**src/rtl/cp0_pkg.sv**
```systemverilog
// CP0 shared definitions: register numbers, exception codes,
// Status/Cause field positions and reset values.
package cp0_pkg;

    // Register numbers (MTC0/MFC0 rd field)
    localparam logic [4:0] CP0_BADVADDR = 5'd8;
    localparam logic [4:0] CP0_COUNT    = 5'd9;
    localparam logic [4:0] CP0_COMPARE  = 5'd11;
    localparam logic [4:0] CP0_STATUS   = 5'd12;
    localparam logic [4:0] CP0_CAUSE    = 5'd13;
    localparam logic [4:0] CP0_EPC      = 5'd14;

    // Encoded exception types from the exception stage
    localparam logic [31:0] EXC_NONE = 32'h0;
    localparam logic [31:0] EXC_INT  = 32'h1;
    localparam logic [31:0] EXC_ADEL = 32'h4;
    localparam logic [31:0] EXC_ADES = 32'h5;
    localparam logic [31:0] EXC_SYS  = 32'h8;
    localparam logic [31:0] EXC_BP   = 32'h9;
    localparam logic [31:0] EXC_RI   = 32'ha;
    localparam logic [31:0] EXC_OV   = 32'hc;
    localparam logic [31:0] EXC_TR   = 32'hd;
    localparam logic [31:0] EXC_ERET = 32'he;

    // Status fields
    localparam int STATUS_BEV    = 22;
    localparam int STATUS_IM_HI  = 15;
    localparam int STATUS_IM_LO  = 8;
    localparam int STATUS_EXL    = 1;
    localparam int STATUS_IE     = 0;

    // Cause fields
    localparam int CAUSE_BD      = 31;
    localparam int CAUSE_TI      = 30;
    localparam int CAUSE_HW_HI   = 15;
    localparam int CAUSE_HW_LO   = 10;
    localparam int CAUSE_SW_HI   = 9;
    localparam int CAUSE_SW_LO   = 8;
    localparam int CAUSE_EXC_HI  = 6;
    localparam int CAUSE_EXC_LO  = 2;

    // Reset values
    localparam logic [31:0] RST_STATUS   = 32'h0040_0000;
    localparam logic [31:0] RST_CAUSE    = 32'h0;
    localparam logic [31:0] RST_EPC      = 32'h0;
    localparam logic [31:0] RST_COUNT    = 32'h0;
    localparam logic [31:0] RST_COMPARE  = 32'h0;
    localparam logic [31:0] RST_BADVADDR = 32'h0;

    // A real exception (not "none" and not eret)
    function automatic logic is_exc(input logic [31:0] t);
        return (t != EXC_NONE) && (t != EXC_ERET);
    endfunction

endpackage

```
**src/rtl/cp0_timer.sv**
```systemverilog
// CP0 Count/Compare timer: Count ticks every second clock,
// TI latches on Count==Compare (Compare!=0), cleared by Compare write.
// Ports: clk, resetn, cnt_we_i, cmp_we_i, wdata_i[31:0],
//        count_o[31:0], compare_o[31:0], ti_o.
module cp0_timer
    import cp0_pkg::*;
(
    input  logic        clk,
    input  logic        resetn,
    input  logic        cnt_we_i,
    input  logic        cmp_we_i,
    input  logic [31:0] wdata_i,
    output logic [31:0] count_o,
    output logic [31:0] compare_o,
    output logic        ti_o
);

    logic [31:0] count_q, count_d;
    logic [31:0] compare_q, compare_d;
    logic        tog_q, tog_d;
    logic        ti_q, ti_d;

    always_comb begin
        count_d   = count_q;
        tog_d     = ~tog_q;
        compare_d = compare_q;
        ti_d      = ti_q;
        if (cnt_we_i) begin
            count_d = wdata_i;
            tog_d   = 1'b0;
        end else if (tog_q) begin
            count_d = count_q + 32'd1;
        end
        // A Compare write clears TI even if a match is seen this edge
        if (cmp_we_i) begin
            compare_d = wdata_i;
            ti_d      = 1'b0;
        end else if (compare_q != 32'd0 && count_q == compare_q) begin
            ti_d = 1'b1;
        end
    end

    always_ff @(posedge clk or negedge resetn) begin
        if (!resetn) begin
            count_q   <= RST_COUNT;
            compare_q <= RST_COMPARE;
            tog_q     <= 1'b0;
            ti_q      <= 1'b0;
        end else begin
            count_q   <= count_d;
            compare_q <= compare_d;
            tog_q     <= tog_d;
            ti_q      <= ti_d;
        end
    end

    assign count_o   = count_q;
    assign compare_o = compare_q;
    assign ti_o      = ti_q;

endmodule

```
**src/rtl/cp0_reg.sv**
```systemverilog
// CP0 register file: Status, Cause, EPC, BadVAddr with exception/eret
// commit; Count/Compare timer only when CP0_TIMER_EN is defined.
// Ports: clk, resetn, we_i/waddr_i/wdata_i (MTC0), raddr_i (MFC0),
//        ext_int, except_type, pcM, badvaddrM, is_in_delayslot;
//        rdata_o, status_o, cause_o, epc_o, count_o, compare_o,
//        badvaddr_o, timer_int_o.
module cp0_reg
    import cp0_pkg::*;
(
    input  logic        clk,
    input  logic        resetn,
    input  logic        we_i,
    input  logic [4:0]  waddr_i,
    input  logic [4:0]  raddr_i,
    input  logic [31:0] wdata_i,
    input  logic [5:0]  ext_int,
    input  logic [31:0] except_type,
    input  logic [31:0] pcM,
    input  logic [31:0] badvaddrM,
    input  logic        is_in_delayslot,
    output logic [31:0] rdata_o,
    output logic [31:0] status_o,
    output logic [31:0] cause_o,
    output logic [31:0] epc_o,
    output logic [31:0] count_o,
    output logic [31:0] compare_o,
    output logic [31:0] badvaddr_o,
    output logic        timer_int_o
);

    localparam logic [31:0] STATUS_WMASK = 32'h0000_FF03;

    logic [31:0] status_q, status_d;
    logic [31:0] cause_q, cause_d;
    logic [31:0] epc_q, epc_d;
    logic [31:0] bva_q, bva_d;
    logic [31:0] count_w, compare_w;
    logic        ti_w;
    logic        exc, eret, mtc0;

    assign exc  = is_exc(except_type);
    assign eret = (except_type == EXC_ERET);
    // Exception or eret squashes the MTC0 in the same cycle
    assign mtc0 = we_i && !exc && !eret;

    always_comb begin
        status_d = status_q;
        cause_d  = cause_q;
        epc_d    = epc_q;
        bva_d    = bva_q;
        cause_d[CAUSE_HW_HI:CAUSE_HW_LO] = ext_int;
        if (exc) begin
            status_d[STATUS_EXL] = 1'b1;
            cause_d[CAUSE_EXC_HI:CAUSE_EXC_LO] = except_type[4:0];
            // Nested exceptions keep the original EPC/BD
            if (!status_q[STATUS_EXL]) begin
                epc_d = is_in_delayslot ? pcM - 32'd4 : pcM;
                cause_d[CAUSE_BD] = is_in_delayslot;
            end
            if (except_type == EXC_ADEL || except_type == EXC_ADES)
                bva_d = badvaddrM;
        end else if (eret) begin
            status_d[STATUS_EXL] = 1'b0;
        end else if (mtc0) begin
            case (waddr_i)
                CP0_STATUS:
                    status_d = RST_STATUS | (wdata_i & STATUS_WMASK);
                CP0_CAUSE:
                    cause_d[CAUSE_SW_HI:CAUSE_SW_LO] =
                        wdata_i[CAUSE_SW_HI:CAUSE_SW_LO];
                CP0_EPC:
                    epc_d = wdata_i;
                default: ;
            endcase
        end
    end

    always_ff @(posedge clk or negedge resetn) begin
        if (!resetn) begin
            status_q <= RST_STATUS;
            cause_q  <= RST_CAUSE;
            epc_q    <= RST_EPC;
            bva_q    <= RST_BADVADDR;
        end else begin
            status_q <= status_d;
            cause_q  <= cause_d;
            epc_q    <= epc_d;
            bva_q    <= bva_d;
        end
    end

`ifdef CP0_TIMER_EN
    cp0_timer u_timer (
        .clk       (clk),
        .resetn    (resetn),
        .cnt_we_i  (mtc0 && waddr_i == CP0_COUNT),
        .cmp_we_i  (mtc0 && waddr_i == CP0_COMPARE),
        .wdata_i   (wdata_i),
        .count_o   (count_w),
        .compare_o (compare_w),
        .ti_o      (ti_w)
    );
`else
    assign count_w   = RST_COUNT;
    assign compare_w = RST_COMPARE;
    assign ti_w      = 1'b0;
`endif

    assign status_o    = status_q;
    assign cause_o     = cause_q | ({31'd0, ti_w} << CAUSE_TI);
    assign epc_o       = epc_q;
    assign badvaddr_o  = bva_q;
    assign count_o     = count_w;
    assign compare_o   = compare_w;
    assign timer_int_o = ti_w;

    always_comb begin
        rdata_o = 32'd0;
        case (raddr_i)
            CP0_BADVADDR: rdata_o = bva_q;
            CP0_COUNT:    rdata_o = count_w;
            CP0_COMPARE:  rdata_o = compare_w;
            CP0_STATUS:   rdata_o = status_o;
            CP0_CAUSE:    rdata_o = cause_o;
            CP0_EPC:      rdata_o = epc_q;
            default:      rdata_o = 32'd0;
        endcase
    end

endmodule

```
**config.mk**
```make
export PLATFORM = sky130hd
export DESIGN_NAME = cp0_reg
export DESIGN_NICKNAME = d
export VERILOG_FILES = /design/src/rtl/cp0_pkg.sv /design/src/rtl/cp0_timer.sv /design/src/rtl/cp0_reg.sv
export SDC_FILE = /design/constraint.sdc
export NUM_CORES = 1
export LEC_CHECK = 0
export ABC_AREA = 0
export CAP_MARGIN = 0
export CORE_MARGIN = 2
export CORE_UTILIZATION = 26
export DETAILED_ROUTE_END_ITERATION = 12
export HOLD_SLACK_MARGIN = 0.15
export PLACE_DENSITY = 0.7
export SLEW_MARGIN = 30
export SYNTH_ARGS = -nofsm -noshare
export SYNTH_HDL_FRONTEND = slang
export SYNTH_SLANG_ARGS = --single-unit
export TNS_END_PERCENT = 100
```
**constraint.sdc**
```tcl
create_clock -name clk -period 3.1 [get_ports clk]
set_input_delay 0.62 -clock clk [delete_from_list [all_inputs] [get_ports clk]]
set_output_delay 0.62 -clock clk [all_outputs]
set_load 0.005 [all_outputs]
```
==> impl_metrics.json <==
{
  "finalSetupViolations": 0,
  "cts.htree.levels": 3,
  "p_leak_nw": 3.854,
  "grt_max_degree": 52,
  "worstSetupPathType": "in2out",
  "wire_per_inst_um": 18.25,
  "status": "completed",
  "synth_cell_type_count": 61,
  "cts.sinks": 88,
  "cts_buffers": 9,
  "grt_usage_pct": 17.30,
  "yosysTopAreaCell": "dfrtp_1",
  "yosysMostFrequentCell": "buf_4",
  "p_total_w": 0.002726,
  "grt_pass1_wl_um": 29120,
  "hpwlAfterDp_um": 16800,
  "vias": 5157,
  "overflow": 0,
  "arrival_ns": 2.47,
  "maxCapViolations": 0,
  "detail-route-antenna-nets": 0,
  "layoutNonFillerInstCount": 1122,
  "chipHeight_um": 150.2,
  "yosys-top-cells-count": "buf_4 (105), dfrtp_1 (88), mux2_2 (46)",
  "tritoncts": "done",
  "rows": 53,
  "ir_drop_mv": 0.1635,
  "synthTopCellsByArea": "dfrtp_1 (40%), buf_4 (14%), mux2_2 (9.3%)",
  "worst-slew-pin-transition_ns": 0.8210,
  "rsz0062_at_grt": "true",
  "ys_async_sr_fraction_pct": 100.0,
  "final_hold_viol_count": 0,
  "finalMaxSlewViolations": 0,
  "syn_area_um2": 5560,
  "final_core_util_pct": 41.90,
  "worstSkewPairLatency_ns": 0.34,
  "synth_edf_count": 0,
  "place_congestion": 0.8468,
  "syn_avg_cell_area_um2": 10.28,
  "finalClockSkew_ns": 0.004103,
  "area_growth_pct": 58.42,
  "min_period_ns": 3.092,
  "drive_gt1_share_pct": 18.13,
  "layout.nets": 988,
  "yosysWarningCount": 0,
  "endpoint_kind": "output pin",
  "portBuffers": 267,
  "cp-start-kind": "primary input",
  "cts.path.max_buffers": 2,
  "clk_pin_slew_ns": 0.07,
  "first_pass_iters": 5,
  "dr.first_iter.drc_count": 268,
  "dp.cells": 1096,
  "fillers": 2024,
  "start_util_pct": 26.45,
  "via_per_inst": 4.596,
  "antenna_found_initial": 3,
  "core_um2": 21020,
  "clockRootBuffer": "clkbuf_16",
  "fin_area_um2": 8808,
  "yosysSeqAreaShare_pct": 39.60,
  "grt_pass1_vias": 4843,
  "relSlewSlack_pct": 45.06,
  "hold_class": "in2async",
  "ys_ff_latch": 88,
  "dpl_cell_area_um2": 8426,
  "fp.dieArea_um2": 22570,
  "ys.flop_type": "dfrtp_1",
  "postSynthCellCount": 541,
  "die_x_um": 150.2,
  "drc": 0,
  "netlist.area_leader.share_pct": 39.60,
  "fin_crit_sh_pct": 99.73,
  "pin_count": 373,
  "power.density_nw_per_um2": 309.4,
  "fmax_mhz": 323.5,
  "drt-total-wl_um": 20480,
  "cp.required_ns": 2.48,
  "crit_path_max_fanout": 12
}
## per-stage QoR
stage / setup WS (ns) / setup TNS (ns) / hold WS [ns]
after floorplan: 0.2681 / 0 / 0.3244
after global placement: -0.3812 / -10.51 / 0.5166
after detailed placement: -0.4162 / -11.08 / 0.5206
after CTS: -0.1604 / -0.1604 / 0.3551
after global routing: -0.04407 / -0.4470 / 0.3779
final: 0.008499 / 0 / 0.3219
## repair_timing
action                     in CTS  in global routing
hold buffers                    0                  0
setup endpoints to repair      32                  2
gates resized for setup        36                 28
gates cloned                    0                  1
pin swaps                       0                  3
buffers inserted                0                  6
## final timing paths
path	startpoint	end	slack [ns]	depth (start not counted)
min in group clk	badvaddr_o[19]	badvaddr_o[19]	0.53	1
max in group asynchronous	resetn	epc_o[15]	2.10	2
min	resetn	epc_o[25]	0.32	1
min reg2reg	badvaddr_o[19]	badvaddr_o[19]	0.53	1
max reg2reg	status_o[1]	epc_o[4]	1.33	4
max	raddr_i[1]	rdata_o[8]	0.008	8
## final cells by class
| type | count | area (um^2) | share of cell area, % |
|---|---|---|---|
| well taps | 275 | 344.1 | 3.906 |
| clock buffers | 10 | 229.0 | 2.599 |
| repair buffers | 315 | 3131 | 35.54 |
| inverters | 19 | 71.32 | 0.8097 |
| diodes | 3 | 7.507 | 0.08523 |
| multi-input cells | 406 | 2773 | 31.48 |
| flip-flops and latches | 88 | 2202 | 25.00 |
| clock inverters | 6 | 51.30 | 0.5824 |
## placed cells by master (no fill, tap or decap), drive strengths merged, types with 3 or more instances in the layout
cell,n
nor3,9
or4,13
or2,3
o221a,15
clkdlybuf4s15,10
o22ai,9
nand4,7
nand3,18
nand4b,3
conb,105
nor2,16
or3,13
nand2,23
dfrtp,88
inv,21
a221o,3
dlygate4sd2,16
clkbuf,15
xnor2,9
a22oi,17
a222oi,6
diode,3
clkinv,3
clkdlybuf4s50,235
a21oi,10
a22o,15
o21ai,9
mux2,46
buf,48
o31ai,11
nor4,14
## per-layer routing
metal | share of wire, % | up-vias | GRT usage [%]
met5 | 0 | - | 0
met4 | 1.5 | 0 | 6.368
met2 | 50 | 249 | 28.36
li1 | - | 2412 | -
met1 | 41 | 2478 | 21.87
met3 | 7.8 | 18 | 4.606
## critical path, stage by stage
cell             delay, ns
clkdlybuf4s50_1       0.44
or4b_4                0.60
nor2_4                0.18
buf_6                 0.12
buf_12                0.12
a22oi_1               0.09
nand2_1               0.09
clkdlybuf4s15_1       0.21
## cells by family (layout without fill, tap and decap cells)
kind of cell	Yosys count	after routing	share of synthesized area, %
compound gates	108	108	15.48
simple gates	133	133	14.92
xor+xnor	11	11	1.733
mux	48	48	9.676
fa+ha+maj	1	1	0.2250
flops	88	88	39.60
buf+inv	150	350	18.23
other cells	2	108	0.1351
## registers in the layout (all words and copies together) (netlist names)
name,cells
badvaddr_o,32
cause_o,14
status_o,10
epc_o,32
## power breakdown
part	total (W)	switching [W]	internal, W	leakage, nW
Combinational	0.000468	0.000181	0.000287	2.60
Clock	0.00104	0.000486	0.000554	0.134
Sequential	0.00122	0.0000385	0.00118	1.12
Total	0.00273	0.000705	0.00202	3.85
(Power assumes the default switching activity.)
